### config.mk
export PLATFORM = sky130hd
export DESIGN_NAME = rotary_input_flat
export DESIGN_NICKNAME = d
export VERILOG_FILES = /design/src/rtl/rotary_input_if.sv /design/src/rtl/rotary_input.sv /design/src/flat_wrapper.sv
export SDC_FILE = /design/constraint.sdc
export NUM_CORES = 1
export LEC_CHECK = 0
export ABC_AREA = 1
export ABC_CLOCK_PERIOD_IN_PS = 1900
export BUFFER_PORTS_ARGS = -buffer_cell sky130_fd_sc_hd__buf_2
export CAP_MARGIN = 20
export CORE_UTILIZATION = 40
export DETAILED_ROUTE_END_ITERATION = 7
export GPL_TIMING_DRIVEN = 0
export SETUP_SLACK_MARGIN = 0.1
export SLEW_MARGIN = 30
export SYNTH_ARGS = -nofsm -noshare
export SYNTH_HDL_FRONTEND = slang
export SYNTH_SLANG_ARGS = --single-unit
### constraint.sdc
create_clock -name clock -period 1.9 [get_ports clock]
set_input_delay 0.19 -clock clock [delete_from_list [all_inputs] [get_ports clock]]
set_output_delay 0.19 -clock clock [all_outputs]
set_load 0.02 [all_outputs]
### src/rtl/rotary_input_if.sv
// rotary_input_if: encoder-side and paddle-side signals of the rotary front-end.
//   enable       : 1 = detents may produce events
//   rot_a, rot_b : raw quadrature pins (asynchronous)
//   rotary_event : one-cycle pulse per accepted detent
//   rotary_right : direction of the last event (1 = right)
//   speed        : step size, valid with rotary_event
// master = stimulus/encoder side, slave = rotary_input.
interface rotary_input_if;
  logic       enable;
  logic       rot_a;
  logic       rot_b;
  logic       rotary_event;
  logic       rotary_right;
  logic [4:0] speed;

  modport master (
    output enable, rot_a, rot_b,
    input  rotary_event, rotary_right, speed
  );

  modport slave (
    input  enable, rot_a, rot_b,
    output rotary_event, rotary_right, speed
  );
endinterface

### src/rtl/rotary_input.sv
// rotary_input: synchronises and debounces the encoder's A/B pins, decodes one
// detent into a single-cycle event with direction, and tracks an
// acceleration-based speed.
//   clock : system clock, rising edge
//   reset : synchronous, active low
//   bus   : rotary_input_if.slave (enable, rot_a, rot_b in;
//           rotary_event, rotary_right, speed out)

// Per-pin two-flop synchroniser plus debounce filter.
//   raw  : asynchronous pin
//   filt : value after DEBOUNCE_CYCLES consecutive stable cycles
module rotary_debounce #(
  parameter int DEBOUNCE_CYCLES = 1024
) (
  input  logic clock,
  input  logic reset,
  input  logic raw,
  output logic filt
);
  localparam int CW = (DEBOUNCE_CYCLES > 1) ? $clog2(DEBOUNCE_CYCLES) : 1;
  localparam logic [CW-1:0] CNT_LAST = CW'(DEBOUNCE_CYCLES - 1);

  logic          s1, s2;
  logic [CW-1:0] cnt;

  always_ff @(posedge clock) begin
    if (!reset) begin
      s1   <= 1'b0;
      s2   <= 1'b0;
      cnt  <= '0;
      filt <= 1'b0;
    end else begin
      s1 <= raw;
      s2 <= s1;
      // any cycle where s2 agrees with filt restarts the stability window
      if (s2 == filt)
        cnt <= '0;
      else if (cnt == CNT_LAST) begin
        filt <= s2;
        cnt  <= '0;
      end else
        cnt <= cnt + CW'(1);
    end
  end
endmodule

module rotary_input #(
  parameter int DEBOUNCE_CYCLES = 1024,
  parameter int FAST_GAP        = 2_500_000,
  parameter int SLOW_GAP        = 10_000_000,
  parameter int SPEED_MIN       = 2,
  parameter int SPEED_STEP      = 2,
  parameter int SPEED_MAX       = 24
) (
  input  logic           clock,
  input  logic           reset,
  rotary_input_if.slave  bus
);
  localparam int ARM_CYCLES = 2*DEBOUNCE_CYCLES + 4;
  localparam int AW = $clog2(ARM_CYCLES + 1);
  localparam int GW = $clog2(SLOW_GAP + 1);

  localparam logic [AW-1:0] ARM_LAST  = AW'(ARM_CYCLES - 1);
  localparam logic [GW-1:0] GAP_SLOW  = GW'(SLOW_GAP);
  localparam logic [GW-1:0] GAP_FAST  = GW'(FAST_GAP);
  localparam logic [GW-1:0] GAP_DECAY = GW'(SLOW_GAP - 1);
  localparam logic [4:0]    SPD_MIN   = 5'(SPEED_MIN);
  localparam logic [4:0]    SPD_MAX   = 5'(SPEED_MAX);
  localparam logic [5:0]    SPD_STEP6 = 6'(SPEED_STEP);
  localparam logic [5:0]    SPD_MAX6  = 6'(SPEED_MAX);

  // bit 0 = A, bit 1 = B
  logic [1:0] raw, filt;
  assign raw = {bus.rot_b, bus.rot_a};

  rotary_debounce #(.DEBOUNCE_CYCLES(DEBOUNCE_CYCLES)) u_deb [1:0] (
    .clock (clock),
    .reset (reset),
    .raw   (raw),
    .filt  (filt)
  );

  logic fa, fb;
  assign fa = filt[0];
  assign fb = filt[1];

  // q1 tracks the last "corner" (11 vs 00); q2 the last mixed state
  // (01 -> 1, 10 -> 0). A q1 rise is one detent, q2 then gives direction.
  logic q1, q2, q1_d;

  always_ff @(posedge clock) begin
    if (!reset) begin
      q1   <= 1'b0;
      q2   <= 1'b0;
      q1_d <= 1'b0;
    end else begin
      if (fa & fb)        q1 <= 1'b1;
      else if (~fa & ~fb) q1 <= 1'b0;
      if (~fa & fb)       q2 <= 1'b1;
      else if (fa & ~fb)  q2 <= 1'b0;
      q1_d <= q1;
    end
  end

  // Startup arming: ignore the detent produced while the filters settle on
  // whatever level the encoder rests at.
  logic [AW-1:0] arm_cnt;
  logic          armed;

  always_ff @(posedge clock) begin
    if (!reset) begin
      arm_cnt <= '0;
      armed   <= 1'b0;
    end else if (!armed) begin
      if (arm_cnt == ARM_LAST) armed   <= 1'b1;
      else                     arm_cnt <= arm_cnt + AW'(1);
    end
  end

  logic detent, fire, dir_right;
  assign detent    = q1 & ~q1_d;
  assign dir_right = ~q2;
  assign fire      = detent & bus.enable & armed;

  logic          ev_q, right_q, prev_right;
  logic [4:0]    speed_q, spd_next;
  logic [5:0]    spd_sum;
  logic [GW-1:0] gap;

  // Speed for an emitted event; gap is the value before it is cleared.
  always_comb begin
    spd_sum  = {1'b0, speed_q} + SPD_STEP6;
    spd_next = speed_q;
    if ((dir_right != prev_right) || (gap >= GAP_SLOW))
      spd_next = SPD_MIN;
    else if (gap < GAP_FAST)
      spd_next = (spd_sum > SPD_MAX6) ? SPD_MAX : spd_sum[4:0];
  end

  always_ff @(posedge clock) begin
    if (!reset) begin
      ev_q       <= 1'b0;
      right_q    <= 1'b0;
      prev_right <= 1'b1;
      speed_q    <= SPD_MIN;
      gap        <= GAP_SLOW;
    end else begin
      ev_q <= fire;
      if (fire) begin
        right_q    <= dir_right;
        prev_right <= dir_right;
        speed_q    <= spd_next;
        gap        <= '0;
      end else begin
        if (gap != GAP_SLOW) gap <= gap + GW'(1);
        // idle decay lands on the edge the counter reaches SLOW_GAP
        if (gap == GAP_DECAY) speed_q <= SPD_MIN;
      end
    end
  end

  assign bus.rotary_event = ev_q;
  assign bus.rotary_right = right_q;
  assign bus.speed        = speed_q;
endmodule

### src/flat_wrapper.sv
// flat-port wrapper written by rule: the top's interface ports become plain ports
module rotary_input_flat 
#(
  parameter int DEBOUNCE_CYCLES = 1024,
  parameter int FAST_GAP        = 2_500_000,
  parameter int SLOW_GAP        = 10_000_000,
  parameter int SPEED_MIN       = 2,
  parameter int SPEED_STEP      = 2,
  parameter int SPEED_MAX       = 24
)
  (clock, reset, bus_enable, bus_rot_a, bus_rot_b, bus_rotary_event, bus_rotary_right, bus_speed);
  rotary_input_if bus_i ();
  input  logic clock;
  input  logic reset;
  input wire logic [$bits(bus_i.enable)-1:0] bus_enable;
  input wire logic [$bits(bus_i.rot_a)-1:0] bus_rot_a;
  input wire logic [$bits(bus_i.rot_b)-1:0] bus_rot_b;
  output wire logic [$bits(bus_i.rotary_event)-1:0] bus_rotary_event;
  output wire logic [$bits(bus_i.rotary_right)-1:0] bus_rotary_right;
  output wire logic [$bits(bus_i.speed)-1:0] bus_speed;
  assign bus_i.enable = bus_enable;
  assign bus_i.rot_a = bus_rot_a;
  assign bus_i.rot_b = bus_rot_b;
  assign bus_rotary_event = bus_i.rotary_event;
  assign bus_rotary_right = bus_i.rotary_right;
  assign bus_speed = bus_i.speed;
  rotary_input #(.DEBOUNCE_CYCLES(DEBOUNCE_CYCLES), .FAST_GAP(FAST_GAP), .SLOW_GAP(SLOW_GAP), .SPEED_MIN(SPEED_MIN), .SPEED_STEP(SPEED_STEP), .SPEED_MAX(SPEED_MAX)) u_core (.clock(clock), .reset(reset), .bus(bus_i));
endmodule
* After elaboration in Yosys (flattened, before gate mapping)
Index checks and enable logic that the tools add are counted.
Storage, ports and cells: logic and storage cells 77, register bits after elaboration 74
Cells by class: reductions and logical operators 12, multiplexer cells 13, add/sub/neg operators 5, $lt $le $gt $ge 3, bitwise gates (word level) 16, eq/ne operators 9
Operators by type and width (number):
- $mux W24 | 2
- $mux W5 | 5
- $add A24 B1 Y24 const B | 1
- $eq A24 B24 Y1 const B | 1
- $ge A24 B24 Y1 const B | 1
- $lt A24 B22 Y1 const B | 1
- $ne A24 B24 Y1 const B | 1
- $add A10 B1 Y10 const B | 2
- $eq A10 B10 Y1 const B | 2
- $add A12 B1 Y12 const B | 1
- $eq A12 B12 Y1 const B | 1
- $not A1 Y1 | 9
- $reduce_and A2 Y1 | 4
- $reduce_bool A2 Y1 | 4
- $and A1 B1 Y1 | 7
- $add A5 B2 Y6 const B | 1
- $gt A6 B5 Y1 const B | 1
- $mux W1 | 6
- $reduce_or A3 Y1 | 2
- $ne A3 B3 Y1 const B | 1
- $eq A1 B1 Y1 | 2
- $reduce_or A2 Y1 | 1
- $logic_or A1 B1 Y1 | 1
- $ne A1 B1 Y1 | 1

* Depth between registers and ports, before layout
word-level depth 6, depth in mapped cells 14

* Hierarchy
A second synthesis with hierarchy kept.
Unflattened totals: cell total of the unflattened synthesis 548, area total of the unflattened synthesis 3860.0 sq um
Modules (own cells, without submodules):
- rotary_input | area an instance 2698.8 sq um, times used 1, cells an instance 400
- rotary_debounce | area an instance 580.6 sq um, times used 2, cells an instance 74

* Worst setup path after synthesis
No wires, ideal clock.
path kind register to register, start point reg u_core.gap[0], end point reg u_core.gap[20], data required time 1770 ps, path slack 371 ps, library setup time 130 ps, period minus slack after synthesis 1529 ps, cell stages (with the launch flop) 11, arrival 1399 ps, path through dfxtp_1 > ha_1 > nand2_2 > nor3_4 > inv_2 > nor2_4 > nand2_2 > nor2_2 > nand2_2 > o21ai_0 > o21ai_1
On the way: longest elaborated chain between the ends 3, elaborated cells between the ends (all ways) 5, those cells by class add/sub: 1; eq/ne: 1; mux: 2; reduce/logical: 1
Ends and longest elaborated chain:
- from (decl) | RTL line rotary_input.sv:128 | logic [GW-1:0] gap;
- from (signal assigned) | RTL line rotary_input.sv:155 | if (gap != GAP_SLOW) gap <= gap + GW'(1);
- $add A24 B1 Y24 | RTL line rotary_input.sv:155
- $mux W24 | RTL line rotary_input.sv:155
- $mux W24 | RTL line rotary_input.sv:149 | if (fire) begin
Several ways; a longest one is shown, not always the timed one. The select of a mux whose other input is x is not followed. A chain may end at the register's enable or synchronous reset.

* Final worst setup path
Same ends and word-level chain as after synthesis.

==> metrics <==
Final period util 86.65%; first-pass GRT wire length 13.29 mm; pin count of the biggest net entering global routing 15; CTS Buf Count 9; Yosys reg bits 73; Placed Area 0.003794 mm^2; total power per unit cell area 744.6 mW/mm^2; Max Fclk 607.4 MHz; Max FO, Critical Path 5; Max stage delay on crit path 370 ps; area delta synth->final 12.76%; chip height 96.98 um; Pre-antenna DRT Iters 4; commonest non-fill, non-tap cell in the layout nand2_1; die area 0.009405 mm^2; Ant. Diodes 0; global-route usage over all layers 17.24%; fin. max-slew vios 0; die width 96.98 um; dpl ws 59.12 ps; worst r2r src u_core.gap[0]; TNS Setup 0 ps; Site Rows 34; hold path start bus_rot_b; DRC 0; Worst-path clk slew 90 ps; Worst EP required 2120 ps; final setup fails 0; Async SR Flop Fraction 0%; hold buffers post-CTS 0; final core occ 46.66%; Routed Antenna Nets 0; reg2reg path depth 10; Final Hold Fails 0; fin crit period 1646 ps; Initial DRC Count 97; design area 0.004069 mm^2; H-tree levels 3; syn_nets 523; number of synthesized flops with an enable pin 0; crit path DAT 1870 ps; post-DP HPWL 5.525 mm; RSZ-0062 raised after global routing true; Total Power 3.030 mW; crit path from u_core.gap[0]; largest area contributor in the netlist dfxtp_1; register-to-register setup slack 250 ps; most frequent cells in the layout nand2_1 (89), inv_1 (71), dfxtp_1 (70), nor2_1 (63), a21oi_1 (39); TritonCTS clock tree done; kind of critical path reg -> reg; number of global-route vias before repair 3093; Worst path slowest cell dfxtp_4; CTS max path bufs 2; Cell Chain, Critical Path ha_2 > nand2_2 > nor3_4 > inv_2 > nor2_4 > nand2_4 > nor2_4 > nand2_2 > o21ai_0 > o21ai_1; I/O pins 12; Synth area leaders dfxtp_1 (40%), nand2_1 (9.4%), inv_1 (7.4%); Post-Syn Area 0.003608 mm^2; routability cong. 0.8967; ys flop type dfxtp_1; reg2reg end u_core.gap[20]; Clock Skew 11.58 ps; Yosys cell types 36; IO Port Bufs 10; Core Region 0.008721 mm^2; final worst slack 253.6 ps; Pleak 1.680 nW; CP Capture Type register; initial antenna violation count 0; Starting Density 41.38%; nets@finish 546; crit path capture u_core.gap[20]; Skew-Pair Late Insertion Delay 350 ps; Synth top area share 40.50%; WL final 7.672 mm; outcome finished, final reports clean; register area share after synthesis 40.50%; cells after synthesis 511; startpoint types register; Synth Warn # 0; Worst IR Drop VDD 0.0003707 V; CTS sink cnt 73; # Max-Cap Violations 0; ratio of cells with drive above 1 in the final layout 11.87%; grt ovf 0; worst hold path class in -> reg; wire per inst 11.86 um; syn avg cell area 7.062 um^2; vias per cell 5.008; via count 3240; clk root buf clkbuf_8
==> cell type report <==
| class | count | area, um^2 |
|---|---|---|
| tap | 108 | 135.1 |
| inverter | 76 | 286.5 |
| sequential | 73 | 1468 |
| timing repair buffer | 11 | 57.56 |
| clock inverter | 6 | 73.82 |
| fill | 872 | 4652 |
| buffer | 8 | 38.79 |
| multi-input combinational | 355 | 1872 |
| clock buffer | 10 | 137.6 |
==> state kept, by name (all words and copies together) (netlist names) <==
name,cells
u_core.arm_cnt,12
u_core.armed,1
u_core.bus.rotary_event,1
u_core.bus.rotary_right,1
u_core.bus.speed,4
u_core.gap,24
u_core.prev_right,1
u_core.q1,1
u_core.q1_d,1
u_core.q2,1
u_core.u_deb.cnt,20
u_core.u_deb.filt,2
u_core.u_deb.s1,2
u_core.u_deb.s2,2
==> kinds of logic (layout without fill, tap and decap cells) <==
family	Yosys count	count (layout)	share of synthesized area, %
other	1	1	0.1039
adders and majority gates	7	7	2.427
DFF	73	73	40.50
xor gates and xnor gates	20	20	4.854
buffers and inverters	84	111	9.015
and+or+nand+nor	248	248	31.41
AOI/OAI and AO/OA	78	79	11.68
==> worst max-delay path: cells and delay by family (launching register included) <==
family,cells,cell delay (ps)
and+or+nand+nor,6,670
DFF,1,370
AOI/OAI and AO/OA,2,220
adders and majority gates,1,190
buffers and inverters,1,70
==> synth_stat cells (2+ instances only) <==
library cell,number
nand2_2,5
nor2_2,4
xnor2_1,6
nor3_2,2
nand3_2,2
nand2_1,90
a21oi_1,39
o211ai_2,2
nor2_1,64
inv_1,71
a31oi_1,4
nand4_1,11
nand3_1,35
buf_2,4
or2_2,2
o21ai_0,28
o21a_1,2
nor4_1,4
nor3b_1,3
nor3_1,20
inv_2,4
and3_1,2
ha_1,7
dfxtp_1,73
clkbuf_1,3
xor2_1,14
==> metrics by stage <==
stage,hold slack [ps],instances
final,19.81,647
after detailed placement,383.6,629
after floorplan,287.6,511
after global routing,0.5783,647
after CTS,1.298,646
after global placement,372.8,629
==> where the power goes <==
| part | total [mW] | switching (mW) | leakage [nW] | internal, mW |
|---|---|---|---|---|
| Sequential | 1.59 | 0.0304 | 0.594 | 1.56 |
| Combinational | 0.153 | 0.0986 | 0.979 | 0.0547 |
| Clock | 1.29 | 0.630 | 0.107 | 0.659 |
| Total | 3.03 | 0.759 | 1.68 | 2.27 |
==> timing repair <==
item | CTS | global route
gates cloned | 0 | 1
endpoints found under the setup margin | 2 | 31
buffers inserted | 1 | 0
hold endpoints to repair | 0 | 0
gates resized for setup | 1 | 12
pin swaps | 1 | 1
==> metal layers <==
metal | vias up | GRT usage, % | routed length (um)
met5 | - | 0 | 0
met4 | 0 | 6.315 | 68
met3 | 8 | 4.913 | 268
met2 | 43 | 29.47 | 3709
met1 | 1480 | 20.47 | 3625
li1 | 1709 | - | -
==> worst min path at each step <==
stage,endpoint,slack [ps],cells past startpoint
global route,u_core.u_deb[1].s1,0.6,3
detailed placement,u_core.u_deb[0].s1,380,3
global placement,u_core.u_deb[1].s1,370,3
floorplan,u_core.u_deb[0].s1,290,2
finish,u_core.u_deb[1].s1,20,3
CTS,u_core.u_deb[0].s1,1,3
Power figures use the tool's default switching activity.
